File: config.mk
export PLATFORM = sky130hd
export DESIGN_NAME = app_stream_receiver
export DESIGN_NICKNAME = d
export VERILOG_FILES = /design/src/rtl/app_stream_pkg.sv /design/src/rtl/app_flit_fifo.sv /design/src/rtl/app_stream_receiver.sv
export SDC_FILE = /design/constraint.sdc
export NUM_CORES = 1
export LEC_CHECK = 0
export CAP_MARGIN = 20
export CORE_AREA = 2 2 246 248
export CTS_BUF_LIST = sky130_fd_sc_hd__clkbuf_2 sky130_fd_sc_hd__clkbuf_4 sky130_fd_sc_hd__clkbuf_8
export CTS_CLUSTER_DIAMETER = 100
export DETAILED_ROUTE_END_ITERATION = 8
export DIE_AREA = 0 0 248 250
export GPL_TIMING_DRIVEN = 0
export HOLD_SLACK_MARGIN = 0.06
export SYNTH_ARGS = -nofsm -noshare
export SYNTH_HDL_FRONTEND = slang
export SYNTH_SLANG_ARGS = --single-unit
File: constraint.sdc
create_clock -name clk_i -period 11.2 [get_ports clk_i]
set_input_delay 2.24 -clock clk_i [delete_from_list [all_inputs] [get_ports clk_i]]
set_output_delay 2.24 -clock clk_i [all_outputs]
set_load 0.02 [all_outputs]
File: src/rtl/app_stream_pkg.sv
// Shared types for the application injection stream receiver: field tags,
// parser states (same encodings as the field tags) and the mapping-tag value.
package app_stream_pkg;

    // Field tag attached to every buffered flit.
    typedef enum logic [3:0] {
        F_DSIZE = 4'd0,
        F_TCNT  = 4'd1,
        F_MAP   = 4'd2,
        F_TAG   = 4'd3,
        F_GRAPH = 4'd4,
        F_TEXT  = 4'd5,
        F_DATA  = 4'd6,
        F_BSS   = 4'd7,
        F_ENTRY = 4'd8,
        F_BIN   = 4'd9
    } app_field_e;

    // Parser state; each state tags the flit it consumes with the field of
    // the same encoding, so a state converts to its field with a plain cast.
    typedef enum logic [3:0] {
        S_DSIZE = 4'd0,
        S_TCNT  = 4'd1,
        S_MAP   = 4'd2,
        S_TAG   = 4'd3,
        S_GRAPH = 4'd4,
        S_TEXT  = 4'd5,
        S_DATA  = 4'd6,
        S_BSS   = 4'd7,
        S_ENTRY = 4'd8,
        S_BIN   = 4'd9
    } parser_state_e;

    // Value every tag flit must carry.
    localparam int TASK_TAG = 1;

    // Fields that belong to a specific task carry its index.
    function automatic logic field_has_task(input app_field_e f);
        return f inside {F_MAP, F_TAG, F_TEXT, F_DATA, F_BSS, F_ENTRY, F_BIN};
    endfunction

endpackage

File: src/rtl/app_flit_fifo.sv
// Small synchronous FIFO with a registered head: the entry written on one
// edge is visible on data_o after that edge, and data_o keeps its last value
// while the FIFO is empty.
module app_flit_fifo
#(
    parameter int WIDTH = 44,
    parameter int DEPTH = 4
) (
    input  logic                   clk_i,
    input  logic                   rst_ni,
    input  logic                   push_i,
    input  logic [WIDTH-1:0]       push_data_i,
    input  logic                   pop_i,
    output logic [$clog2(DEPTH):0] count_o,
    output logic [WIDTH-1:0]       data_o
);
    localparam int AW = $clog2(DEPTH);
    localparam int CW = AW + 1;

    logic [WIDTH-1:0] mem_q [DEPTH];
    logic [AW-1:0]    wr_ptr_q;
    logic [AW-1:0]    rd_ptr_q;
    logic [AW-1:0]    rd_ptr_d;
    logic [CW-1:0]    count_q;
    logic [CW-1:0]    count_d;
    logic [WIDTH-1:0] head_q;
    logic             do_push;
    logic             do_pop;

    // Overflow/underflow requests are ignored so pointers never corrupt.
    assign do_push = push_i && (count_q < CW'(DEPTH));
    assign do_pop  = pop_i && (count_q != '0);
    assign count_o = count_q;
    assign data_o  = head_q;

    // Next read pointer and occupancy.
    always_comb begin
        rd_ptr_d = rd_ptr_q;
        count_d  = count_q;
        if (do_pop) begin
            rd_ptr_d = rd_ptr_q + AW'(1);
        end
        case ({do_push, do_pop})
            2'b10:   count_d = count_q + CW'(1);
            2'b01:   count_d = count_q - CW'(1);
            default: count_d = count_q;
        endcase
    end

    // Storage array; contents need no reset because occupancy guards reads.
    always_ff @(posedge clk_i) begin
        if (do_push) begin
            mem_q[wr_ptr_q] <= push_data_i;
        end
    end

    // Pointers, occupancy and the registered head entry.
    always_ff @(posedge clk_i or posedge rst_ni) begin
        if (rst_ni) begin
            wr_ptr_q <= '0;
            rd_ptr_q <= '0;
            count_q  <= '0;
            head_q   <= '0;
        end else begin
            rd_ptr_q <= rd_ptr_d;
            count_q  <= count_d;
            if (do_push) begin
                wr_ptr_q <= wr_ptr_q + AW'(1);
            end
            // The new head is either the slot being written right now or an
            // older slot already in the array; when empty, hold the last head.
            if (count_d != '0) begin
                if (do_push && (rd_ptr_d == wr_ptr_q)) begin
                    head_q <= push_data_i;
                end else begin
                    head_q <= mem_q[rd_ptr_d];
                end
            end
        end
    end

endmodule

File: src/rtl/app_stream_receiver.sv
// Receiving end of the application injection stream. Parses each record
// (descriptor size, task count, map/tag pairs, graph words, per-task
// text/data/bss/entry headers and binary words), tags every accepted flit
// with its field and task index and buffers it for the injector.
//
// Handshakes:
//   input  side: a flit transfers on a rising clk_i edge when tx_i && credit_o;
//                credit_o depends only on registered state, never on tx_i or
//                on a same-cycle pop.
//   output side: a buffered flit transfers when out_valid_o && out_ready_i;
//                out_* stay stable while out_valid_o is high and not taken.
module app_stream_receiver
    import app_stream_pkg::*;
#(
    parameter int FLIT_SIZE  = 32,
    parameter int BUF_DEPTH  = 4,
    parameter int TASK_IDX_W = 8
) (
    input  logic                  clk_i,
    input  logic                  rst_ni,
    input  logic                  tx_i,
    input  logic [FLIT_SIZE-1:0]  data_i,
    output logic                  credit_o,
    input  logic                  eoa_i,
    output logic                  out_valid_o,
    input  logic                  out_ready_i,
    output logic [3:0]            out_field_o,
    output logic [TASK_IDX_W-1:0] out_task_o,
    output logic [FLIT_SIZE-1:0]  out_data_o,
    output logic                  busy_o,
    output logic                  done_o,
    output logic                  err_o
);
    localparam int ENTRY_W = FLIT_SIZE + 4 + TASK_IDX_W;
    localparam int CNT_W   = $clog2(BUF_DEPTH) + 1;
    // Largest task count the task index can represent without wrapping.
    localparam logic [FLIT_SIZE:0] TASK_LIMIT = {{FLIT_SIZE{1'b0}}, 1'b1} << TASK_IDX_W;

    parser_state_e state_q, state_d;

    logic [FLIT_SIZE-1:0] dsize_q, dsize_d;
    logic [FLIT_SIZE-1:0] tcnt_q, tcnt_d;
    logic [FLIT_SIZE-1:0] task_q, task_d;
    logic [FLIT_SIZE-1:0] gcnt_q, gcnt_d;
    logic [FLIT_SIZE-1:0] bcnt_q, bcnt_d;
    logic [FLIT_SIZE-1:0] text_q, text_d;
    logic [FLIT_SIZE-1:0] bin_words_q, bin_words_d;

    logic [FLIT_SIZE:0]   task_inc;
    logic [FLIT_SIZE:0]   gcnt_inc;
    logic [FLIT_SIZE:0]   bcnt_inc;
    logic [FLIT_SIZE:0]   bin_sum;
    logic                 more_tasks;
    logic                 advance_task;
    logic                 tag_err;
    logic                 ovf_err;

    logic                 err_q;
    logic                 done_q;
    logic                 accept;
    logic                 pop;
    logic [CNT_W-1:0]     fifo_count;
    logic [3:0]           cur_field;
    logic [TASK_IDX_W-1:0] cur_task;
    logic [ENTRY_W-1:0]   push_entry;
    logic [ENTRY_W-1:0]   head_entry;

    assign credit_o    = (fifo_count < CNT_W'(BUF_DEPTH)) && !done_q;
    assign accept      = tx_i && credit_o;
    assign out_valid_o = (fifo_count != '0);
    assign pop         = out_valid_o && out_ready_i;

    assign busy_o = (state_q != S_DSIZE);
    assign done_o = done_q;
    assign err_o  = err_q;

    // Counter increments are one bit wider so the compares never wrap.
    assign task_inc   = {1'b0, task_q} + (FLIT_SIZE + 1)'(1);
    assign gcnt_inc   = {1'b0, gcnt_q} + (FLIT_SIZE + 1)'(1);
    assign bcnt_inc   = {1'b0, bcnt_q} + (FLIT_SIZE + 1)'(1);
    assign bin_sum    = {1'b0, text_q} + {1'b0, data_i};
    assign more_tasks = (task_inc < {1'b0, tcnt_q});

    // Each flit is tagged with the field of the state that consumes it.
    assign cur_field  = 4'(state_q);
    assign cur_task   = field_has_task(app_field_e'(state_q)) ? task_q[TASK_IDX_W-1:0]
                                                              : '0;
    assign push_entry = {cur_field, cur_task, data_i};

    app_flit_fifo #(
        .WIDTH (ENTRY_W),
        .DEPTH (BUF_DEPTH)
    ) u_fifo (
        .clk_i       (clk_i),
        .rst_ni      (rst_ni),
        .push_i      (accept),
        .push_data_i (push_entry),
        .pop_i       (pop),
        .count_o     (fifo_count),
        .data_o      (head_entry)
    );

    assign {out_field_o, out_task_o, out_data_o} = head_entry;

    // Record parser: next state and counter updates on accepted flits.
    always_comb begin
        state_d      = state_q;
        dsize_d      = dsize_q;
        tcnt_d       = tcnt_q;
        task_d       = task_q;
        gcnt_d       = gcnt_q;
        bcnt_d       = bcnt_q;
        text_d       = text_q;
        bin_words_d  = bin_words_q;
        advance_task = 1'b0;
        tag_err      = 1'b0;
        ovf_err      = 1'b0;

        if (accept) begin
            unique case (state_q)
                S_DSIZE: begin
                    dsize_d = data_i;
                    state_d = S_TCNT;
                end
                S_TCNT: begin
                    tcnt_d  = data_i;
                    task_d  = '0;
                    ovf_err = ({1'b0, data_i} > TASK_LIMIT);
                    if (data_i != '0) begin
                        state_d = S_MAP;
                    end else if (dsize_q != '0) begin
                        state_d = S_GRAPH;
                    end else begin
                        state_d = S_DSIZE;
                    end
                end
                S_MAP: begin
                    state_d = S_TAG;
                end
                S_TAG: begin
                    tag_err = (data_i != FLIT_SIZE'(TASK_TAG));
                    if (more_tasks) begin
                        task_d  = task_inc[FLIT_SIZE-1:0];
                        state_d = S_MAP;
                    end else begin
                        task_d  = '0;
                        state_d = (dsize_q != '0) ? S_GRAPH : S_TEXT;
                    end
                end
                S_GRAPH: begin
                    if (gcnt_inc == {1'b0, dsize_q}) begin
                        gcnt_d  = '0;
                        state_d = (tcnt_q != '0) ? S_TEXT : S_DSIZE;
                    end else begin
                        gcnt_d = gcnt_inc[FLIT_SIZE-1:0];
                    end
                end
                S_TEXT: begin
                    text_d  = data_i;
                    state_d = S_DATA;
                end
                S_DATA: begin
                    bin_words_d = FLIT_SIZE'(bin_sum >> 2);
                    state_d     = S_BSS;
                end
                S_BSS: begin
                    state_d = S_ENTRY;
                end
                S_ENTRY: begin
                    if (bin_words_q != '0) begin
                        state_d = S_BIN;
                    end else begin
                        advance_task = 1'b1;
                    end
                end
                S_BIN: begin
                    if (bcnt_inc == {1'b0, bin_words_q}) begin
                        bcnt_d       = '0;
                        advance_task = 1'b1;
                    end else begin
                        bcnt_d = bcnt_inc[FLIT_SIZE-1:0];
                    end
                end
                default: begin
                    state_d = S_DSIZE;
                end
            endcase
        end

        // End of one task's image: move to the next task or close the record.
        if (advance_task) begin
            if (more_tasks) begin
                task_d  = task_inc[FLIT_SIZE-1:0];
                state_d = S_TEXT;
            end else begin
                task_d  = '0;
                state_d = S_DSIZE;
            end
        end
    end

    // Parser state, counters and sticky status flags.
    always_ff @(posedge clk_i or posedge rst_ni) begin
        if (rst_ni) begin
            state_q     <= S_DSIZE;
            dsize_q     <= '0;
            tcnt_q      <= '0;
            task_q      <= '0;
            gcnt_q      <= '0;
            bcnt_q      <= '0;
            text_q      <= '0;
            bin_words_q <= '0;
            err_q       <= 1'b0;
            done_q      <= 1'b0;
        end else begin
            state_q     <= state_d;
            dsize_q     <= dsize_d;
            tcnt_q      <= tcnt_d;
            task_q      <= task_d;
            gcnt_q      <= gcnt_d;
            bcnt_q      <= bcnt_d;
            text_q      <= text_d;
            bin_words_q <= bin_words_d;
            // Bad tag, task index overflow, truncated record, or traffic
            // after the sender declared the stream finished.
            if (tag_err || ovf_err || (eoa_i && (state_q != S_DSIZE)) || (tx_i && done_q)) begin
                err_q <= 1'b1;
            end
            if (eoa_i && (state_q == S_DSIZE) && (fifo_count == '0)) begin
                done_q <= 1'b1;
            end
        end
    end

endmodule

==> flow_summary.toml <==
[clock_tree]
cts_made_buffers = 80
post_cts_buffers = 0
cts_resized = 0
htree_num_levels = 3
clk_latency_ns = 0.68
root_buffer = "clkbuf_8"
cts_tree = "built"
clk_pin_slew_ns = 0.06
clock_sinks = 456
clockBufferDepth = 3
cts_hold_repair.buffers = 0

[power_and_ir_drop]
p_sw_share_pct = 35.5
leakagePower_nw = 11.4
pwr-share-seq_pct = 38.0
power_frac_comb_pct = 34.9
power.density_nw_per_um2 = 229
vdd_drop_max_mv = 0.116
internal-power_mw = 4.04
p_clk_share_pct = 27.1
switchingPower_mw = 2.22

[critical_path]
required_ns = 11.81
cp-end-kind = "register"
crit_path_end = "task_q[2]"
path_class = "register to register"
crit_path_start_kind = "register"
r2r_setup_slack_ns = 5.31
rr_endpoint = "task_q[2]"
critPathLaunch = "task_q[2]"
path_max_fanout = 10
regToRegStartpoint = "task_q[2]"
reg2reg_depth = 21
worstPathArrival_ns = 6.49

[die]
fp-row-count = 90
start_util_pct = 39.5
die_y_um = 250
num_io_pins = 86
coreArea_um2 = 59600
die_x_um = 248
die_area_um2 = 62000

[global_routing]
grt_overflow_total = 0
track_usage_pct = 22.1
grt_antenna_before_repair = 3
grt_pass1_wl_um = 104000
grt_max_degree = 112
grt_pass1_vias = 17500

[placement]
port-buffer-count = 85
hpwl_um = 47200
dp_slack_ns = 4.88
gp_congestion = 0.922
placed_cell_area_um2 = 25500

[synth]
synthCells = 2065
ys_warn_count = 0
avgSynthCellArea_um2 = 11.4
synth_flop_cell = "dfrtp_1"
synth_edf_count = 176
ys_seq_area_share_pct = 52.3
synth_area_um2 = 23500
synth_cell_type_count = 77
synth_fp_nets = 2173
ys_ff_latch = 456
async_flop_share_pct = 61.4

[finish]
num-nets-final = 2348
mostFrequentLayoutCell = "dfrtp_1"
final_cell_mix = "dfrtp_1, nand2_1, o21ai_0"
final_util_pct = 45.8
num-fill-cells = 5414
syn2layout_area_growth_pct = 16.1
drive_gt1_share_pct = 16.3
design_area_um2 = 27300

[timing]
setup_tns_ns = 0
setup_slack_ns = 5.31
clock_skew_ns = 0.0268
rsz0062_at_grt = "no"
setup_violations = 0
worstMarginPinSlew_ns = 1.10
min_period_ns = 5.89
period_share_pct = 52.6
slew_headroom_pct = 26.2
slew_viol_final = 0
fmax_mhz = 170
hold_violations = 0

[detailed_routing]
ant_nets = 0
drt-vias-per-instance = 5.63
routed-via-count = 17400
dr.first_iter.drc_count = 1493
wl_per_cell_um = 21.8
routed_wl_um = 67300
first_pass_iters = 5
drc = 0

[outcome]
status = "finished, final reports clean"

[run]
cap_violations = 0

[min_path]
min_from = "u_fifo.data_o[17]"
min_path_type = "register to register"
==> critical path, stage by stage (launching register included) <==
cell and delay, ns:
dfrtp_1 0.50, and3_1 0.22, nand3_1 0.27, or3_1 0.45, or2_2 0.29, clkbuf_1 0.18, or4_1 0.52, or2_2 0.33
or3_1 0.33, nand2_1 0.10, ha_1 0.23, nand3_1 0.13, nor3_1 0.11, nand2_1 0.11, nor3b_1 0.06, a211oi_1 0.67
nand2_1 0.30, nor2_1 0.24, o31ai_2 0.21, buf_2 0.30, a21oi_1 0.18, a21o_1 0.10
==> routing by layer <==
metal	part of all wire (%)	wire, um	global-route usage [%]
met5	0	0	0
met4	3.4	2310	8.83
met3	5.7	3810	3.45
met2	46	30700	34.5
met1	45	30500	30.6
==> state kept, by name, summed over array words and instances (netlist names), 31 cells and up <==
signal,cells
text_q,32
bcnt_q,32
gcnt_q,32
task_q,32
u_fifo.data_o,44
bin_words_q,31
dsize_q,32
u_fifo.mem_q,176
tcnt_q,32
==> worst min path at each step <==
stage / end / cells past startpoint
floorplan: u_fifo.count_o[2] / 1
global placement: u_fifo.data_o[3] / 2
detailed placement: u_fifo.data_o[15] / 2
CTS: u_fifo.data_o[2] / 2
global route: u_fifo.data_o[1] / 2
finish: u_fifo.data_o[17] / 2
==> Yosys cell counts (22+ instances only) <==
master / instances / area, um2
xnor2_1: 87 / 762
o31ai_1: 34 / 255
mux2_2: 99 / 1110
and3_1: 36 / 225
nor4_1: 40 / 250
mux2i_1: 49 / 490
ha_1: 70 / 876
edfxtp_1: 176 / 5290
a21o_1: 31 / 233
nand4_1: 43 / 269
inv_1: 58 / 218
mux4_2: 44 / 991
buf_2: 36 / 180
dfrtp_1: 280 / 7010
o21ai_0: 180 / 901
nand2b_1: 22 / 138
nand2_1: 237 / 890
nand3_1: 48 / 240
nor3_1: 38 / 190
nor2_1: 54 / 203
clkbuf_1: 52 / 195
xor2_1: 48 / 420
a21oi_1: 68 / 340
==> logic make-up after synthesis <==
family / synth area share, %
flops: 52.3
simple gates: 13.7
mux: 11.0
buf+inv: 2.83
compound gates: 11.3
fa+ha+maj: 3.81
xor+xnor: 5.03
==> power groups by stage <==
stage                     clock (mW)  sequential, mW  combinational (mW)
after floorplan                    0            2.39                1.42
after global placement             0            2.39                2.13
after detailed placement           0            2.40                2.20
after CTS                       1.74            2.38                2.21
after global routing            1.82            2.42                2.41
final                           1.70            2.38                2.18
==> stage by stage <==
stage / hold WS [ns] / cells / total power, mW
after floorplan: 0.472 / 2065 / 3.81
after global placement: 0.461 / 2932 / 4.53
after detailed placement: 0.474 / 2940 / 4.60
after CTS: 0.491 / 3090 / 6.32
after global routing: 0.517 / 3091 / 6.64
final: 0.486 / 3091 / 6.26
==> final cells by class <==
cell class / instances / area, um2 / area share [%]
Buffer: 100 / 448 / 1.64
Inverter: 58 / 225 / 0.825
Tap cell: 782 / 978 / 3.58
Clock inverter: 35 / 317 / 1.16
Clock buffer: 115 / 1480 / 5.41
Antenna cell: 1 / 2.50 / 0.00916
Timing Repair Buffer: 93 / 1000 / 3.68
Multi-Input combinational cell: 1451 / 10600 / 38.7
Sequential cell: 456 / 12300 / 45.0
Power figures use the tool's default switching activity.
